File: src/rtl/score_keeper_pkg.sv
// Shared game definitions for the score path.
// Used by score_keeper, the renderer and game logic.
package score_keeper_pkg;

    // Score FSM states.
    typedef enum logic {
        PLAY = 1'b0,
        WON  = 1'b1
    } state_e;

    localparam int SCORE_W = 4;
    localparam int PIX_W   = 10;

    // Pixel coordinate that marks the start of a frame.
    localparam logic [PIX_W-1:0] FRAME_X0 = '0;
    localparam logic [PIX_W-1:0] FRAME_Y0 = '0;

    localparam int DEF_MAX_SCORE    = 9;
    localparam int DEF_WIN_SCORE    = 9;
    localparam int DEF_BLINK_FRAMES = 30;

    // Increment that holds at the ceiling instead of wrapping.
    function automatic logic [SCORE_W-1:0] sat_inc(
        input logic [SCORE_W-1:0] v,
        input logic [SCORE_W-1:0] ceil
    );
        return (v >= ceil) ? v : v + 1'b1;
    endfunction

endpackage

File: src/rtl/score_keeper_frame_tick.sv
// One-clock pulse on entry to the frame origin.
// Holding at the origin for several clocks gives one pulse.
module frame_tick_gen
    import score_keeper_pkg::*;
(
    input  logic             clk,
    input  logic             reset,
    input  logic [PIX_W-1:0] pix_x,
    input  logic [PIX_W-1:0] pix_y,
    output logic             frame_tick
);

    logic w_at_origin;
    logic r_origin_q;
    logic r_tick;

    assign w_at_origin = (pix_x == FRAME_X0) && (pix_y == FRAME_Y0);
    assign frame_tick  = r_tick;

    // Register origin flag and emit a pulse on its rising edge.
    always_ff @(posedge clk) begin
        if (reset) begin
            r_origin_q <= 1'b0;
            r_tick     <= 1'b0;
        end else begin
            r_origin_q <= w_at_origin;
            r_tick     <= w_at_origin & ~r_origin_q;
        end
    end

endmodule

File: src/rtl/score_keeper.sv
// Hit counter with frame-synchronised score display,
// win detection and blink-blank generation.
module score_keeper
    import score_keeper_pkg::*;
#(
    parameter int MAX_SCORE    = DEF_MAX_SCORE,
    parameter int WIN_SCORE    = DEF_WIN_SCORE,
    parameter int BLINK_FRAMES = DEF_BLINK_FRAMES
) (
    input  logic               clk,
    input  logic               reset,
    input  logic [PIX_W-1:0]   pix_x,
    input  logic [PIX_W-1:0]   pix_y,
    input  logic               hit,
    input  logic               clear,
    output logic [SCORE_W-1:0] score,
    output logic               win,
    output logic               score_blank
);

    localparam logic [SCORE_W-1:0] MAX_S = SCORE_W'(MAX_SCORE);
    localparam logic [SCORE_W-1:0] WIN_S = SCORE_W'(WIN_SCORE);

    localparam int BLINK_W =
        (BLINK_FRAMES > 1) ? $clog2(BLINK_FRAMES) : 1;
    localparam logic [BLINK_W-1:0] BLINK_LAST =
        BLINK_W'(BLINK_FRAMES - 1);

    logic               w_frame_tick;
    logic               w_hit_rise;

    logic               r_hit_q;
    state_e             r_state;
    logic [SCORE_W-1:0] r_count;
    logic [SCORE_W-1:0] r_score;
    logic               r_win;
    logic               r_blank;
    logic [BLINK_W-1:0] r_blink;

    frame_tick_gen u_frame_tick (
        .clk        (clk),
        .reset      (reset),
        .pix_x      (pix_x),
        .pix_y      (pix_y),
        .frame_tick (w_frame_tick)
    );

    assign w_hit_rise  = hit & ~r_hit_q;
    assign score       = r_score;
    assign win         = r_win;
    assign score_blank = r_blank;

    // Track hit even during clear so a held level never re-counts.
    always_ff @(posedge clk) begin
        if (reset) begin
            r_hit_q <= 1'b0;
        end else begin
            r_hit_q <= hit;
        end
    end

    // Score FSM: count, display latch, win and blink.
    always_ff @(posedge clk) begin
        if (reset) begin
            r_state <= PLAY;
            r_count <= '0;
            r_score <= '0;
            r_win   <= 1'b0;
            r_blank <= 1'b0;
            r_blink <= '0;
        end else if (clear) begin
            r_state <= PLAY;
            r_count <= '0;
            r_score <= '0;
            r_win   <= 1'b0;
            r_blank <= 1'b0;
            r_blink <= '0;
        end else begin
            if (w_frame_tick) begin
                r_score <= r_count;
            end
            case (r_state)
                PLAY: begin
                    r_blink <= '0;
                    r_blank <= 1'b0;
                    if (w_hit_rise) begin
                        r_count <= sat_inc(r_count, MAX_S);
                    end
                    if (r_count == WIN_S) begin
                        r_state <= WON;
                        r_win   <= 1'b1;
                    end else begin
                        r_win   <= 1'b0;
                    end
                end
                WON: begin
                    r_win <= 1'b1;
                    if (w_frame_tick) begin
                        if (r_blink == BLINK_LAST) begin
                            r_blink <= '0;
                            r_blank <= ~r_blank;
                        end else begin
                            r_blink <= r_blink + 1'b1;
                        end
                    end
                end
                default: begin
                    r_state <= PLAY;
                end
            endcase
        end
    end

endmodule

File: config.mk
export PLATFORM = sky130hd
export DESIGN_NAME = score_keeper
export DESIGN_NICKNAME = d
export VERILOG_FILES = /design/src/rtl/score_keeper_pkg.sv /design/src/rtl/score_keeper_frame_tick.sv /design/src/rtl/score_keeper.sv
export SDC_FILE = /design/constraint.sdc
export NUM_CORES = 1
export LEC_CHECK = 0
export CORE_AREA = 2 2 62 64
export CTS_CLUSTER_DIAMETER = 50
export DETAILED_ROUTE_END_ITERATION = 16
export DIE_AREA = 0 0 64 66
export PLACE_DENSITY = 0.58
export RECOVER_POWER = 100
export SLEW_MARGIN = 10
export SYNTH_ARGS = -nofsm -noshare
export SYNTH_HDL_FRONTEND = slang
export SYNTH_HIERARCHICAL = 1
export SYNTH_SLANG_ARGS = --single-unit
export TNS_END_PERCENT = 20
File: constraint.sdc
create_clock -name clk -period 2.4 [get_ports clk]
set_clock_uncertainty 0.2 [all_clocks]
set_input_delay 0.48 -clock clk [delete_from_list [all_inputs] [get_ports clk]]
set_output_delay 0.48 -clock clk [all_outputs]
set_load 0.1 [all_outputs]
Word level (Yosys, flattened, before mapping)
Index checks and enable logic that the tools add are counted.
Widths: inputs -> output; s select.

word-level totals
  bits in registers = 19
  bits in latches = 0
  memory bits (writable) = 0
  bits in read-only memories = 0
  word-level logic and storage cells = 38
  memories = 0

operators by class
  $add $sub $neg = 2
  multipliers = 0
  divide/modulo/power cells = 0
  order comparisons = 1
  equality and inequality tests = 4
  shift operators = 0
  mux-type cells = 9
  bitwise operators = 7
  reductions and logical operators = 6

operator list
  kind                 number
  $logic_not 10->1     2
  $mux 5               2
  $pmux 5 s2           1
  $add 5x1->5 const B  1
  $eq 5x5->1 const B   1
  $not 1->1            5
  $add 4x1->4 const B  1
  $eq 4x4->1 const B   1
  $ge 4x4->1 const B   1
  $mux 1               4
  $ne 2x1->1 const B   2
  $pmux 1 s2           2
  $reduce_and 3->1     1
  $and 1x1->1          2
  $reduce_and 2->1     1
  $reduce_or 2->1      1
  $logic_and 1x1->1    1

Logic depth before layout (Yosys ltp)
  depth after elaboration = 4
  gate-level depth with buffers = 5
  mapped depth without buffers = 5

Cells and area by module
Netlist, hierarchy kept.

modules (own cells, without submodules)
  module          times used  cells an instance  area each (µm²)
  score_keeper    1           81                 750.7
  frame_tick_gen  1           12                 97.6

Worst setup path after synthesis
Ideal clock, no wire load.

  path type = flip-flop to flip-flop
  start point = reg r_state
  end point = reg r_blink[3]
  library setup time = 92 ps
  arrival = 1474 ps
  data required time = 2108 ps
  slack = 634 ps
  cell stages (with the launch flop) = 3
  buffers on the path = 0
  period minus slack after synthesis = 1766 ps
  cell sequence = dfxtp_1 nand2_1 a311oi_1

on the way
  cells in the longest elaborated chain, start to end = 2
  elaborated cells between the ends (all ways) = 3

RTL lines
  what                        RTL line             text
  from (decl)                 score_keeper.sv:33   state_e r_state;
  from (signal assigned)      score_keeper.sv:65   r_state <= PLAY;
  from (signal assigned)      score_keeper.sv:72   r_state <= PLAY;
  from (signal assigned)      score_keeper.sv:90   r_state <= WON;
  $not 1->1 (no source line)  --
  $pmux 5 s2                  score_keeper.sv:82   case (r_state)
  to (signal assigned)        score_keeper.sv:103  r_blink <= r_blink + 1'b1;
  to (decl)                   score_keeper.sv:38   logic [BLINK_W-1:0] r_blink;

Several ways; a longest one is shown, not always the timed one.
A chain may end at the register's enable or synchronous reset.

Worst setup path in the final report
  start point = reg r_count[1]
  end point = reg r_count[0]

on the way
  cells in the longest elaborated chain, start to end = 3

RTL lines
  what                               RTL line                text
  from (decl)                        score_keeper.sv:34      logic [SCORE_W-1:0] r_count;
  from (signal assigned)             score_keeper.sv:87      r_count <= sat_inc(r_count, MAX_S);
  $ge 4x4->1                         score_keeper_pkg.sv:27  return (v >= ceil) ? v : v + 1'b1;
  $not 1->1 (no source line)         --
  $reduce_and 3->1 (no source line)  --

Every way passes these cells.

==> impl_metrics.csv <==
group,metric,value,unit
place,detailed_place_hpwl,1.50,mm
yosys,synth_largest_type_area_fraction,0.425,
pwr,share_clk_of_total_power,0.339,
clock_tree,cts_inserted_buffers,3,
pwr,power.leakage,0.410,nW
grt,grt_pass1_wl,3.31,mm
timing,max_freq,520,MHz
floorplan,core_region_area,3550,um2
grt,global_route.peak_usage_layer,"met2",
floorplan,chipHeight,66,um
cells_and_area,count_of_inserted_antenna_diode_cells,0,
detailed_routing,vias,760,
grt,use_met3,0.0375,
cells_and_area,nets,154,
worst_setup_path,critical_path_arrival,1940,ps
yosys,post_synthesis_net_count,122,
worst_setup_path,kind_of_launch_point_of_the_worst_setup_path,"register",
pwr,power_density,452,nW/um2
place,numPortBuffers,29,
grt,globalRouteMet1Util,0.124,
worst_setup_path,critPathSlowestCell,"dfxtp_1",
timing,tightest_slew,552,ps
worst_setup_path,path_class,"register to register",
yosys,dominantRegCellSynth,"dfxtp_1",
timing,timing.final.setup_violations,0,
place,place.gp.congestion,0.814,
pwr,power.net_switching,0.107,mW
yosys,synth-seq-area-share,0.425,
grt,total_congestion_overflow,0,
yosys,synthTopCellsByArea,"dfxtp_1 (42%), ha_1 (7.4%), mux2i_1 (7.1%)",
worst_setup_path,timing.critical_path.cells,"inv_1, ha_1, or3b_1, a21boi_0, mux2i_1",
detailed_routing,detailedRoute.firstIterationViolations,24,
clock_tree,htreeDepth,1,
floorplan,die_area,4220,um2
clock_tree,cts_clock_pin_slew_for_the_worst_setup_and_hold_paths,100,ps
detailed_routing,vias_per_cell,4.42,
yosys,number_of_enable_flip_flop_cells_after_synthesis,0,
grt,grt_max_degree,13,
pwr,power_frac_seq,0.561,
detailed_routing,detail_route.drc_violations,0,
detailed_routing,wire_per_inst,10.6,um
clock_tree,clock_sinks,18,
pwr,max-vdd-ir-drop,0.000205,V
clock_tree,post_cts_hold_buffer_count,0,
timing,report.final.hold_viol_count,0,
clock_tree,cts_buffer_depth,2,
cells_and_area,multiInputGateArea,457,um2
worst_setup_path,critical_path.n_buffers_inverters,1,
yosys,syn_area_per_cell,9.12,um2
cells_and_area,mostFrequentLayoutCell,"clkdlybuf4s50_1",
cells_and_area,regArea,360,um2
grt,vias_in_the_first_global_route,761,
cells_and_area,post_route_cells_drive_above_1_share,0.105,
cells_and_area,syn2layout_area_growth,40.6,%
pwr,netSwitchingFraction,0.198,
clock_tree,clock_tree.root_cell,"clkbuf_4",
timing,rsz0062_at_grt,"false",
detailed_routing,firstDrtPassIters,4,
timing,final.period_utilization,0.801,
clock_tree,postCtsSetupRepairBufs,0,
cells_and_area,finish.cell_count_without_fillers,172,
yosys,post_synth_inst_count,93,
timing,final.setup.worst_slack,479,ps
floorplan,die_x,64,um
yosys,synth_area,848,um2
timing,final.setup.tns,0,ps
worst_setup_path,worstSetupStartpoint,"r_count[1]",
grt,gr_util_all_layers,0.0998,
clock_tree,clk-insertion-delay-late,290,ps
worst_setup_path,cp-end-kind,"register",
yosys,post_synth_cell_types,30,
timing,minimum_clock_period,1920,ps
worst_setup_path,worstReg2RegStart,"r_count[1]",
timing,finalMaxSlewViolations,0,
floorplan,start_util,0.239,
worst_setup_path,critPathMaxStageDelay,420,ps
place,dpl_worst_slack,446,ps
detailed_routing,drt.antenna.violating_nets,0,
yosys,ys.warnings.count,6,
yosys,synth_area_leader_cell,"dfxtp_1",
pwr,internal_power,0.432,mW
outcome,run_status,"complete, no violations",
clock_tree,ctsResizeCount,0,
min_path,min_from,"u_frame_tick/r_origin_q",
grt,grt.met2_usage,0.167,
worst_setup_path,worst-path-max-fanout,5,
cells_and_area,most_frequent_cells_in_the_layout,"clkdlybuf4s50_1 (21), dfxtp_1 (18), nand2_1 (10), nor2_1 (9)",
yosys,synth.ff_latch_count,18,
run,max_cap_viol_count,0,
yosys,asyncSetResetFlopFracSynth,0,
floorplan,placementRows,22,
worst_setup_path,worst_ep_required_time,2420,ps
cells_and_area,fillCellCount,370,
pwr,power.total,0.539,mW
place,post-place-cells,168,
timing,slew_headroom,0.634,
grt,initial_antenna_violation_count,0,
floorplan,io-pin-count,30,
clock_tree,cts_tree,"done",
min_path,hold_class,"register to register",
pwr,p_comb_frac,0.100,
detailed_routing,routed_wirelength,1.83,mm
worst_setup_path,critical-path-top-delay-family,"flip-flops",
power groups by stage:
stage | Clock [mW] | Combinational, mW | Sequential [mW]
3_5_place_dp | 0 | 0.0560 | 0.309
6_report | 0.183 | 0.0539 | 0.302
2_1_floorplan | 0 | 0.0154 | 0.309
3_3_place_gp | 0 | 0.0552 | 0.309
4_1_cts | 0.192 | 0.0563 | 0.303
5_1_grt | 0.208 | 0.0599 | 0.303
cells by family after synthesis:
kind of cell	Yosys count	share of synthesized area
buffers and inverters	7	0.0324
muxes	6	0.0708
DFF	18	0.425
and+or+nand+nor	40	0.263
AOI/OAI and AO/OA	17	0.136
adders and majority gates	5	0.0737
layout make-up:
class | count | area share
tap | 48 | 0.0504
sequential | 18 | 0.302
inverter | 5 | 0.0157
multi-input combinational | 68 | 0.383
clock buffer | 4 | 0.0304
timing repair buffer | 29 | 0.218
metal layers:
layer / share of wire / vias up
met3: 0.049 / 2
met1: 0.49 / 347
met5: 0 / -
met2: 0.45 / 13
li1: - / 398
met4: 0.0071 / 0
per-stage QoR:
stage	instance area (um2)	util	hold slack, ps
final	1190	0.336	212
after global routing	1190	0.336	228
after detailed placement	1170	0.331	202
after floorplan	848	-	190
after CTS	1210	0.341	218
after global placement	1170	0.331	195
sequential cells by signal, indices dropped and copies added (netlist names):
name                     cells
score                        4
r_count                      4
r_blink                      5
r_state                      1
r_hit_q                      1
u_frame_tick/frame_tick      1
u_frame_tick/r_origin_q      1
score_blank                  1
worst reg2reg max path, stage by stage, from the launching register on:
cell and delay [ps]:
dfxtp_1 420, inv_1 90, ha_1 210, or3b_1 350, a21boi_0 360, mux2i_1 240
worst paths after layout:
check	endpoint	slack [ps]	depth (start not counted)
hold / removal	u_frame_tick/frame_tick	210	1
hold reg to reg	u_frame_tick/frame_tick	210	1
setup reg to reg	r_count[0]	480	5
setup / recovery	r_count[0]	480	5
cells in the mapped netlist (2+ instances only):
library cell	n
a21oi_1	6
a41oi_1	3
dfxtp_1	18
ha_1	5
inv_1	5
mux2i_1	6
nand2_1	10
nand3b_1	3
nand4_1	2
nor2_1	9
nor4_1	4
o21ai_0	3
or2_2	2
Power figures use the tool's default switching activity.
